### config.mk
export PLATFORM = sky130hd
export DESIGN_NAME = square_period_meter
export DESIGN_NICKNAME = d
export VERILOG_FILES = /design/src/rtl/sigmeas_pkg.sv /design/src/rtl/sync_edge_det.sv /design/src/rtl/square_period_meter.sv
export SDC_FILE = /design/constraint.sdc
export NUM_CORES = 1
export LEC_CHECK = 0
export ABC_AREA = 1
export CAP_MARGIN = 20
export CORE_AREA = 2 2 78 80
export CTS_BUF_LIST = sky130_fd_sc_hd__clkbuf_16
export DETAILED_ROUTE_END_ITERATION = 12
export DIE_AREA = 0 0 80 82
export HOLD_SLACK_MARGIN = 0.12
export PLACE_DENSITY = 0.77
export SETUP_SLACK_MARGIN = 0.15
export SLEW_MARGIN = 20
export SYNTH_ARGS = -nofsm -noshare
export SYNTH_HDL_FRONTEND = slang
export SYNTH_SLANG_ARGS = --single-unit
### constraint.sdc
create_clock -name clk -period 2.65 [get_ports clk]
set_input_delay 0.265 -clock clk [delete_from_list [all_inputs] [get_ports clk]]
set_output_delay 0.265 -clock clk [all_outputs]
set_load 0.01 [all_outputs]
### src/rtl/sigmeas_pkg.sv
`default_nettype none
// ============================================================================
//  Module   : sigmeas_pkg
//  Purpose  : Shared types and defaults for the square-wave period meters.
//             Provides the meter state encoding and the default counter
//             width / loss-of-signal timeout.
//  Ports    : none (package)
//  Revision : 1.0  initial release
// ============================================================================
package sigmeas_pkg;

  // Meter state: IDLE waits for an arming rise, MEASURE times periods.
  typedef enum logic {
    IDLE    = 1'b0,
    MEASURE = 1'b1
  } state_t;

  localparam int DEF_CNT_W   = 16;
  localparam int DEF_TIMEOUT = 65535;

endpackage : sigmeas_pkg
`default_nettype wire

### src/rtl/sync_edge_det.sv
`default_nettype none
// ============================================================================
//  Module   : sync_edge_det
//  Purpose  : Brings an asynchronous level into the clk domain through a
//             SYNC_STAGES-deep flop chain, then flags its rising and falling
//             edges with one extra delay flop.
//  Ports    : clk  in  clock
//             rst  in  asynchronous active-high reset
//             d    in  asynchronous input level
//             q    out synchronized level
//             rise out one-cycle pulse on a 0->1 transition of q
//             fall out one-cycle pulse on a 1->0 transition of q
//  Revision : 1.0  initial release
// ============================================================================
module sync_edge_det #(
  parameter int SYNC_STAGES = 2
) (
  input  logic clk,
  input  logic rst,
  input  logic d,
  output logic q,
  output logic rise,
  output logic fall
);

  logic [SYNC_STAGES-1:0] sync_r;
  logic                   q_d;

  always_ff @(posedge clk or posedge rst) begin
    if (rst) begin
      sync_r <= '0;
      q_d    <= 1'b0;
    end else begin
      sync_r <= {sync_r[SYNC_STAGES-2:0], d};
      q_d    <= sync_r[SYNC_STAGES-1];
    end
  end

  assign q    = sync_r[SYNC_STAGES-1];
  // A single synchronized bit cannot rise and fall in the same cycle.
  assign rise = q & ~q_d;
  assign fall = ~q & q_d;

endmodule : sync_edge_det
`default_nettype wire

### src/rtl/square_period_meter.sv
`default_nettype none
// ============================================================================
//  Module   : square_period_meter
//  Purpose  : Measures period and high time (in clk cycles) of an incoming
//             square wave, strobes each completed period, and flags loss of
//             signal when no rising edge arrives within TIMEOUT cycles.
//  Ports    : clk        in  clock
//             rst        in  asynchronous active-high reset
//             sig_in     in  square wave, asynchronous to clk
//             period     out cycles between the last two rising edges
//             high_time  out cycles high within that period
//             meas_valid out one-cycle pulse when period/high_time update
//             locked     out at least one period measured, no timeout since
//             timeout    out one-cycle pulse on loss of signal
//  Revision : 1.0  initial release
// ============================================================================
module square_period_meter
  import sigmeas_pkg::*;
#(
  parameter int CNT_W       = DEF_CNT_W,
  parameter int TIMEOUT     = DEF_TIMEOUT,
  parameter int SYNC_STAGES = 2
) (
  input  logic             clk,
  input  logic             rst,
  input  logic             sig_in,
  output logic [CNT_W-1:0] period,
  output logic [CNT_W-1:0] high_time,
  output logic             meas_valid,
  output logic             locked,
  output logic             timeout
);

  localparam logic [CNT_W-1:0] TIMEOUT_C = CNT_W'(TIMEOUT);

  logic             rise;
  logic             fall;
  logic             level_unused;
  state_t           state;
  logic [CNT_W-1:0] cnt;
  logic [CNT_W-1:0] hi_cap;

  sync_edge_det #(
    .SYNC_STAGES (SYNC_STAGES)
  ) u_sync (
    .clk  (clk),
    .rst  (rst),
    .d    (sig_in),
    .q    (level_unused),
    .rise (rise),
    .fall (fall)
  );

  // cnt equals k on the k-th cycle after the rise cycle, so the value seen
  // on the next rise is the period and the value seen on the fall is the
  // high time.
  always_ff @(posedge clk or posedge rst) begin
    if (rst) begin
      state      <= IDLE;
      cnt        <= '0;
      hi_cap     <= '0;
      period     <= '0;
      high_time  <= '0;
      meas_valid <= 1'b0;
      locked     <= 1'b0;
      timeout    <= 1'b0;
    end else begin
      meas_valid <= 1'b0;
      timeout    <= 1'b0;
      case (state)
        IDLE: begin
          // First edge only arms the counter; no measurement yet.
          if (rise) begin
            state <= MEASURE;
            cnt   <= CNT_W'(1);
          end else begin
            cnt   <= '0;
          end
        end
        MEASURE: begin
          // A rise on the same cycle cnt reaches TIMEOUT wins over timeout.
          if (rise) begin
            period     <= cnt;
            high_time  <= hi_cap;
            meas_valid <= 1'b1;
            locked     <= 1'b1;
            cnt        <= CNT_W'(1);
          end else if (cnt == TIMEOUT_C) begin
            timeout <= 1'b1;
            locked  <= 1'b0;
            cnt     <= '0;
            state   <= IDLE;
          end else begin
            cnt <= cnt + CNT_W'(1);
            if (fall) begin
              hi_cap <= cnt;
            end
          end
        end
        default: begin
          state <= IDLE;
          cnt   <= '0;
        end
      endcase
    end
  end

endmodule : square_period_meter
`default_nettype wire

==> results of run 1 <==
## logic make-up (layout without fill, tap and decap cells)
group | count (synthesis) | in the layout
AND/OR/NAND/NOR | 204 | 204
buffers and inverters | 38 | 82
flip-flops | 71 | 71
XOR/XNOR | 8 | 8
AO/OA/AOI/OAI | 18 | 18
adder cells (fa/ha/maj) | 1 | 1
## routing by layer
layer  vias to the layer above  wire [um]  global-route usage
li1                       1145          -                   -
met1                      1061       2734              0.2643
met2                        48       2744              0.3200
met3                        13        231             0.05385
met4                         0        146              0.1051
met5                         -          0                   0
## layout make-up
cell class	instances	area share
flip-flops and latches	71	0.4685
multi-input cells	231	0.2917
repair buffers	40	0.1069
clock buffers	9	0.05939
inverters	26	0.02573
well taps	75	0.02474
clock inverters	7	0.02309
## Yosys cell counts
cell type | n | share of area
nand2_1 | 131 | 0.16
inv_1 | 20 | 0.025
nor2_1 | 27 | 0.033
nor2_2 | 1 | 0.0020
buf_6 | 1 | 0.0037
nand3_4 | 1 | 0.0057
clkbuf_1 | 4 | 0.0049
nor3_2 | 1 | 0.0033
o21ai_1 | 5 | 0.0082
buf_12 | 1 | 0.0066
nand3_2 | 1 | 0.0033
o21ai_0 | 12 | 0.020
xnor2_1 | 1 | 0.0029
nand4_1 | 18 | 0.037
nand3_1 | 5 | 0.0082
ha_1 | 1 | 0.0041
buf_1 | 1 | 0.0012
dfrtp_1 | 71 | 0.58
nand2_4 | 3 | 0.011
nor2_4 | 3 | 0.011
buf_2 | 5 | 0.0082
xor2_1 | 7 | 0.020
inv_2 | 6 | 0.0074
nor3_4 | 1 | 0.0053
a21oi_1 | 1 | 0.0016
nand2_2 | 12 | 0.025
## sequential cells by signal (all words and copies together), names as in the netlist
name / flops
meas_valid: 1
u_sync.sync_r: 2
state: 1
timeout: 1
hi_cap: 16
period: 16
u_sync.q_d: 1
cnt: 16
high_time: 16
locked: 1
## worst max-delay path: stages (launching register included)
cell	delay (ps)
dfrtp_1	410
nand2_1	520
nor2_2	90
inv_2	510
o21ai_0	170
## per-stage QoR
step	hold WS, ps	utilization
6_report	322.3	0.6601
5_1_grt	363.0	0.6601
4_1_cts	349.9	0.6601
3_5_place_dp	346.9	0.6056
3_3_place_gp	361.1	0.6056
2_1_floorplan	296.4	-
## power by group through the flow
stage          Sequential, mW  Clock (mW)  Combinational (mW)
3_5_place_dp             1.28           0               0.315
6_report                 1.26        1.25               0.310
5_1_grt                  1.27        1.32               0.354
3_3_place_gp             1.28           0               0.304
2_1_floorplan            1.28           0               0.166
4_1_cts                  1.26        1.27               0.317
## worst max-delay path by stage
stage,slack (ps),end,startpoint
after global placement,900,period[10],u_sync.sync_r[1]
after global routing,600,period[9],u_sync.sync_r[1]
after CTS,750,period[5],u_sync.sync_r[1]
final,780,period[5],u_sync.sync_r[1]
after detailed placement,760,period[5],u_sync.sync_r[1]
after floorplan,590,cnt[0],rst
==> impl_summary.log, run 1 <==
INFO  metric routed_wl = 5.857 mm
INFO  metric place.detailed.instances = 443
INFO  metric fmax = 0.5345 GHz
INFO  metric ff2ff_path_depth = 4
INFO  metric clock_path_buffers = 2
INFO  metric dpl_cell_area = 3480 um^2
INFO  metric post_synth_mux_area_share = 0
INFO  metric fp.coreArea = 5746 um^2
INFO  metric rsz0062_at_grt = false
INFO  metric dieWidth = 80 um
INFO  metric p_seq_frac = 0.447
INFO  metric post_route_cells_drive_above_1_share = 0.1224
INFO  metric startpoint_type = flip-flop
INFO  metric worstPathRequired = 2830 ps
INFO  metric report.final.slew_viol_count = 0
INFO  metric ff2ff_setup_slack = 780 ps
INFO  metric number_of_standard_cells_in_the_layout_taps_in_and_fillers_out = 459
INFO  metric filler_cell_count = 476
INFO  metric multi_input_comb_area = 1106 um^2
INFO  metric synthDistinctLibCells = 26
INFO  metric syn-cell-area = 3055 um^2
INFO  metric fin_ws = 779.1 ps
INFO  metric cell_internal_pwr = 2.141 mW
INFO  metric mostFrequentLayoutCell = nand2_1
INFO  metric num-nets-final = 383
INFO  metric ir_drop = 383.1 uV
INFO  metric drt_iter0_markers = 100
INFO  metric relSlewSlack = 0.5536
INFO  metric tightestPinTransition = 668.0 ps
INFO  metric ys.warnings.count = 0
INFO  metric final_antenna_net_count = 0
INFO  metric num_antenna_cells = 0
INFO  metric grt_pass1_vias = 2,176
INFO  metric yosys_register_bits = 71
INFO  metric min_period_over_period = 0.7060
INFO  metric grt-ovfl-total = 0
INFO  metric count_of_max_cap_constraint_violations = 0
INFO  metric placement.setup.worst_slack = 762.6 ps
INFO  metric worst_ep_arrival_time = 2050 ps
INFO  metric pwr_density_cell = 744.5 nW/um^2
INFO  metric synth-adder-area-share = 0.004095
INFO  metric synth_simple_gate_area_frac = 0.3055
INFO  metric worstHoldPathType = input pin to async pin
INFO  metric grt_use_total = 0.2047
INFO  metric synth_fp_nets = 344
INFO  metric seq_area_frac_synth = 0.5815
INFO  metric regToRegStartpoint = u_sync.sync_r[1]
INFO  metric ctsRootBufferMaster = clkbuf_16
INFO  metric core.rowCount = 28
INFO  metric starting_density = 0.5318
INFO  metric fin_worst_skew = 5.230 ps
INFO  metric postCtsSetupRepairBufs = 0
INFO  metric insertion_delay = 330 ps
INFO  metric net-switching-power = 0.6824 mW
INFO  metric via_count = 2,267
INFO  metric worst_setup_hold_path_clk_slew = 50 ps
INFO  metric drt-vias-per-instance = 4.939
INFO  metric crit_fanout = 43
INFO  metric first_pass_iters = 4
INFO  metric p_leak = 1.876 nW
INFO  metric hold_buffer_count_at_cts = 0
INFO  metric place.gp.congestion = 0.8459
INFO  metric switching_share = 0.2417
INFO  metric remaining_drc_errors = 0
INFO  metric timing.critical_path.to_type = flip-flop
INFO  metric numCtsBuffers = 9
INFO  metric finalSetupViolCount = 0
INFO  metric wl_per_cell = 12.76 um
INFO  metric pin_count_of_the_biggest_net_entering_global_routing = 72
INFO  metric die-height = 82 um
INFO  metric pwr-share-comb = 0.110
INFO  metric finish.instance_area = 3792 um^2
INFO  metric h_tree_levels = 3
INFO  metric power.clock.fraction = 0.443
INFO  metric synth_area_per_cell = 8.987 um^2
INFO  metric post_synth_inst_count = 340
INFO  metric clkSinkCount = 71
INFO  metric synthToLayoutAreaGrowth = 24.12%
INFO  metric hold_viol = 0
INFO  metric final-seq-area = 1777 um^2
INFO  metric final.min_clock_period = 1871 ps
INFO  metric run_status = finished clean
INFO  metric io_buffers = 37
INFO  metric post-layout-total-power = 2.823 mW
INFO  metric yosys.area_share.xor_xnor = 0.02293
INFO  metric critical_path_class = flip-flop to flip-flop
INFO  metric cts-resized-gates = 0
INFO  metric antenna_found_initial = 0
INFO  metric grt_first_pass_wirelength = 10.05 mm
INFO  metric layout_common_cells = 131 x nand2_1, 71 x dfrtp_1, 37 x clkdlybuf4s50_1
INFO  metric synth_compound_gate_area_share = 0.02948
INFO  metric endpoint_of_the_worst_register_to_register_path = period[5]
INFO  metric io_pins = 38
INFO  metric hpwlAfterDp = 3.895 mm
INFO  metric synth_top_family_by_area = simple AND/OR/NAND/NOR gates
INFO  metric tns = 0 ps
INFO  metric die_area = 6560 um^2
INFO  metric tritoncts_clock_tree = yes
(Power assumes the default switching activity.)
==> inputs of run 2 (changes only) <==
clock period = 1.8 ns   (was 2.65 ns; I/O delays follow)
==> run 2 against run 1 <==
- sequential share of layout area shrank 0.76 points
- fmax rose by 21%
- sequential power increased by 46%
- clock power rose by 44%
- final area is 1.6% higher
- first-iteration DRC count up 18%
- setup slack worse by 530 ps
- core utilization increased by 1.1 points
- non-clock buffer count rose by 5
- routed wire length about the same
- cell count grew 1.1%
- critical endpoint is now locked
- largest power group unchanged
==> impl_summary.log, run 2 (synthesis gave the netlist of run 1 again) <==
INFO  metric rsz0062_at_grt = true
INFO  metric dieWidth = 80 um (unchanged)
INFO  metric crit_fanout = 6 (-86%)
INFO  metric worstHoldPathType = input pin to async pin
INFO  metric p_seq_frac = 0.444 (-0.003)
INFO  metric num-nets-final = 388 (+1.3%)
INFO  metric remaining_drc_errors = 0 (unchanged)
INFO  metric drt_iter0_markers = 118 (+18%)
INFO  metric grt_first_pass_wirelength = 9.908 mm (-1.4%)
INFO  metric numCtsBuffers = 9 (unchanged)
INFO  metric pin_count_of_the_biggest_net_entering_global_routing = 44 (-39%)
INFO  metric clkSinkCount = 71 (unchanged)
INFO  metric io_pins = 38 (unchanged)
INFO  metric tns = 0 ps (unchanged)
INFO  metric timing.critical_path.max_delay_family = simple AND/OR/NAND/NOR gates
INFO  metric number_of_standard_cells_in_the_layout_taps_in_and_fillers_out = 464 (+1.1%)
INFO  metric placement.setup.worst_slack = 172.5 ps (-590.1 ps)
INFO  metric cp_common_cell = inv_1
INFO  metric finalSetupViolCount = 0 (unchanged)
INFO  metric power.clock.fraction = 0.433 (-0.010)
INFO  metric critical_path.n_buffers_inverters = 2 (+1)
INFO  metric report.final.slew_viol_count = 0 (unchanged)
INFO  metric hold_viol = 0 (unchanged)
INFO  metric regToRegStartpoint = u_sync.sync_r[1]
INFO  metric layout_common_cells = 130 x nand2_1, 71 x dfrtp_1, 37 x clkdlybuf4s50_1
INFO  metric grt-ovfl-total = 0 (unchanged)
INFO  metric slowest_stage_delay_cp = 410 ps (-110 ps)
INFO  metric pwr_density_cell = 1075 nW/um^2 (+44%)
INFO  metric via_count = 2,322 (+2.4%)
INFO  metric fin_worst_skew = 4.138 ps (-1.092 ps)
INFO  metric critPathSlowestCell = dfrtp_1
INFO  metric finish.instance_area = 3855 um^2 (+1.6%)
INFO  metric place.detailed.instances = 446 (+0.68%)
INFO  metric count_of_max_cap_constraint_violations = 0 (unchanged)
INFO  metric startpoint_type = flip-flop
INFO  metric final.min_clock_period = 1551 ps (-320.2 ps)
INFO  metric critical_path_class = flip-flop to flip-flop
INFO  metric antenna_found_initial = 0 (unchanged)
INFO  metric worstPathRequired = 2020 ps (-810 ps)
INFO  metric core.rowCount = 28 (unchanged)
INFO  metric starting_density = 0.5318 (unchanged)
INFO  metric grt_pass1_vias = 2,174 (-0.092%)
INFO  metric fp.coreArea = 5746 um^2 (unchanged)
INFO  metric ff2ff_setup_slack = 250 ps (-530 ps)
INFO  metric first_pass_iters = 4 (unchanged)
INFO  metric p_leak = 1.912 nW (+2.0%)
INFO  metric routed_wl = 5.854 mm (about the same)
INFO  metric fin_hold_ws = 231.5 ps (-90.82 ps)
INFO  metric fin_ws = 249.3 ps (-529.8 ps)
INFO  metric insertion_delay = 330 ps (about the same)
INFO  metric post_route_cells_drive_above_1_share = 0.1337 (+0.01128)
INFO  metric synthToLayoutAreaGrowth = 26.17%
INFO  metric die_area = 6560 um^2 (unchanged)
INFO  metric clock_path_buffers = 2 (unchanged)
INFO  metric num_antenna_cells = 0 (unchanged)
INFO  metric min_period_over_period = 0.8615 (+0.1555)
INFO  metric cell_internal_pwr = 3.170 mW (+48%)
INFO  metric filler_cell_count = 463 (-2.7%)
INFO  metric place.gp.congestion = 0.8785 (+3.9%)
INFO  metric final-seq-area = 1777 um^2 (unchanged)
INFO  metric pwr-share-comb = 0.122 (+0.012)
INFO  metric h_tree_levels = 3 (unchanged)
INFO  metric tritoncts_clock_tree = yes
INFO  metric final_antenna_net_count = 0 (unchanged)
INFO  metric ff2ff_path_depth = 6 (+2)
INFO  metric ctsRootBufferMaster = clkbuf_16
INFO  metric grt_use_total = 0.2022 (-0.002479)
INFO  metric tightestPinTransition = 504.7 ps (-163.4 ps)
INFO  metric cp_cell_sequence = nand2_1 > inv_1 > nor2_1 > nand3_1 > o21ai_1 > inv_1
INFO  metric endpoint_of_the_worst_register_to_register_path = locked
INFO  metric fmax = 0.6449 GHz (+21%)
INFO  metric worst_setup_hold_path_clk_slew = 50 ps (about the same)
INFO  metric mostFrequentLayoutCell = nand2_1
INFO  metric multi_input_comb_area = 1120 um^2 (+1.2%)
INFO  metric run_status = finished clean
INFO  metric die-height = 82 um (unchanged)
INFO  metric io_buffers = 37 (unchanged)
INFO  metric hpwlAfterDp = 4.116 mm (+5.7%)
INFO  metric drt-vias-per-instance = 5.004 (+1.3%)
INFO  metric net-switching-power = 0.9762 mW (+43%)
INFO  metric wl_per_cell = 12.62 um (-1.1%)
INFO  metric timing.critical_path.to_type = flip-flop
INFO  metric hold_buffer_count_at_cts = 0 (unchanged)
INFO  metric worst_ep_arrival_time = 1770 ps (-280 ps)
INFO  metric ir_drop = 714.7 uV (+87%)
INFO  metric utilization_of_the_core_after_routing = 0.6709 (+0.01089)
INFO  metric switching_share = 0.2355 (-0.006249)
INFO  metric dpl_cell_area = 3518 um^2 (+1.1%)
INFO  metric post-layout-total-power = 4.146 mW (+47%)
INFO  metric relSlewSlack = 0.6628 (+0.1093)
[run 2: routing by layer]
layer  up-vias  global-route usage  part of all wire
li1       1150                   -                 -
met1      1101              0.2647              0.45
met2        58              0.3108              0.47
met3        13             0.05275             0.048
met4         0              0.1068             0.026
met5         -                   0                 0
[run 2: final cells by class]
type,instances,area share
inverter,26,0.02694
clock inverter,7,0.02077
timing repair buffer,45,0.1181
multi-input combinational,231,0.2905
sequential,71,0.4609
tap,75,0.02434
clock buffer,9,0.05842
[run 2: worst max path at each step]
stage,from,to,slack (ps),cells past startpoint
after floorplan,cnt[0],cnt[13],370,9
after global placement,cnt[0],cnt[14],220,8
after detailed placement,cnt[0],cnt[11],170,8
after CTS,cnt[1],cnt[11],180,8
after global routing,u_sync.sync_r[1],locked,130,6
final,u_sync.sync_r[1],locked,250,6
[run 2: repair_timing]
item / in CTS / in global routing
cloned: 0 / 0
endpoints found under the setup margin: 1 / 43
gates resized for setup: 0 / 5
buffers inserted: 1 / 1
[run 2: power groups by stage]
stage                     Sequential [mW]  Clock, mW  Combinational (mW)
after global routing                 1.86       1.91               0.577
after CTS                            1.85       1.83               0.487
after global placement               1.87          0               0.463
final                                1.84       1.80               0.507
after floorplan                      1.89          0               0.245
after detailed placement             1.88          0               0.473
==> inputs of run 3 (changes only) <==
ABC_CLOCK_PERIOD_IN_PS = 1800   (was unset)
==> results of run 3 <==
No change in the layout: final DEF, timing and power equal those of run 2.
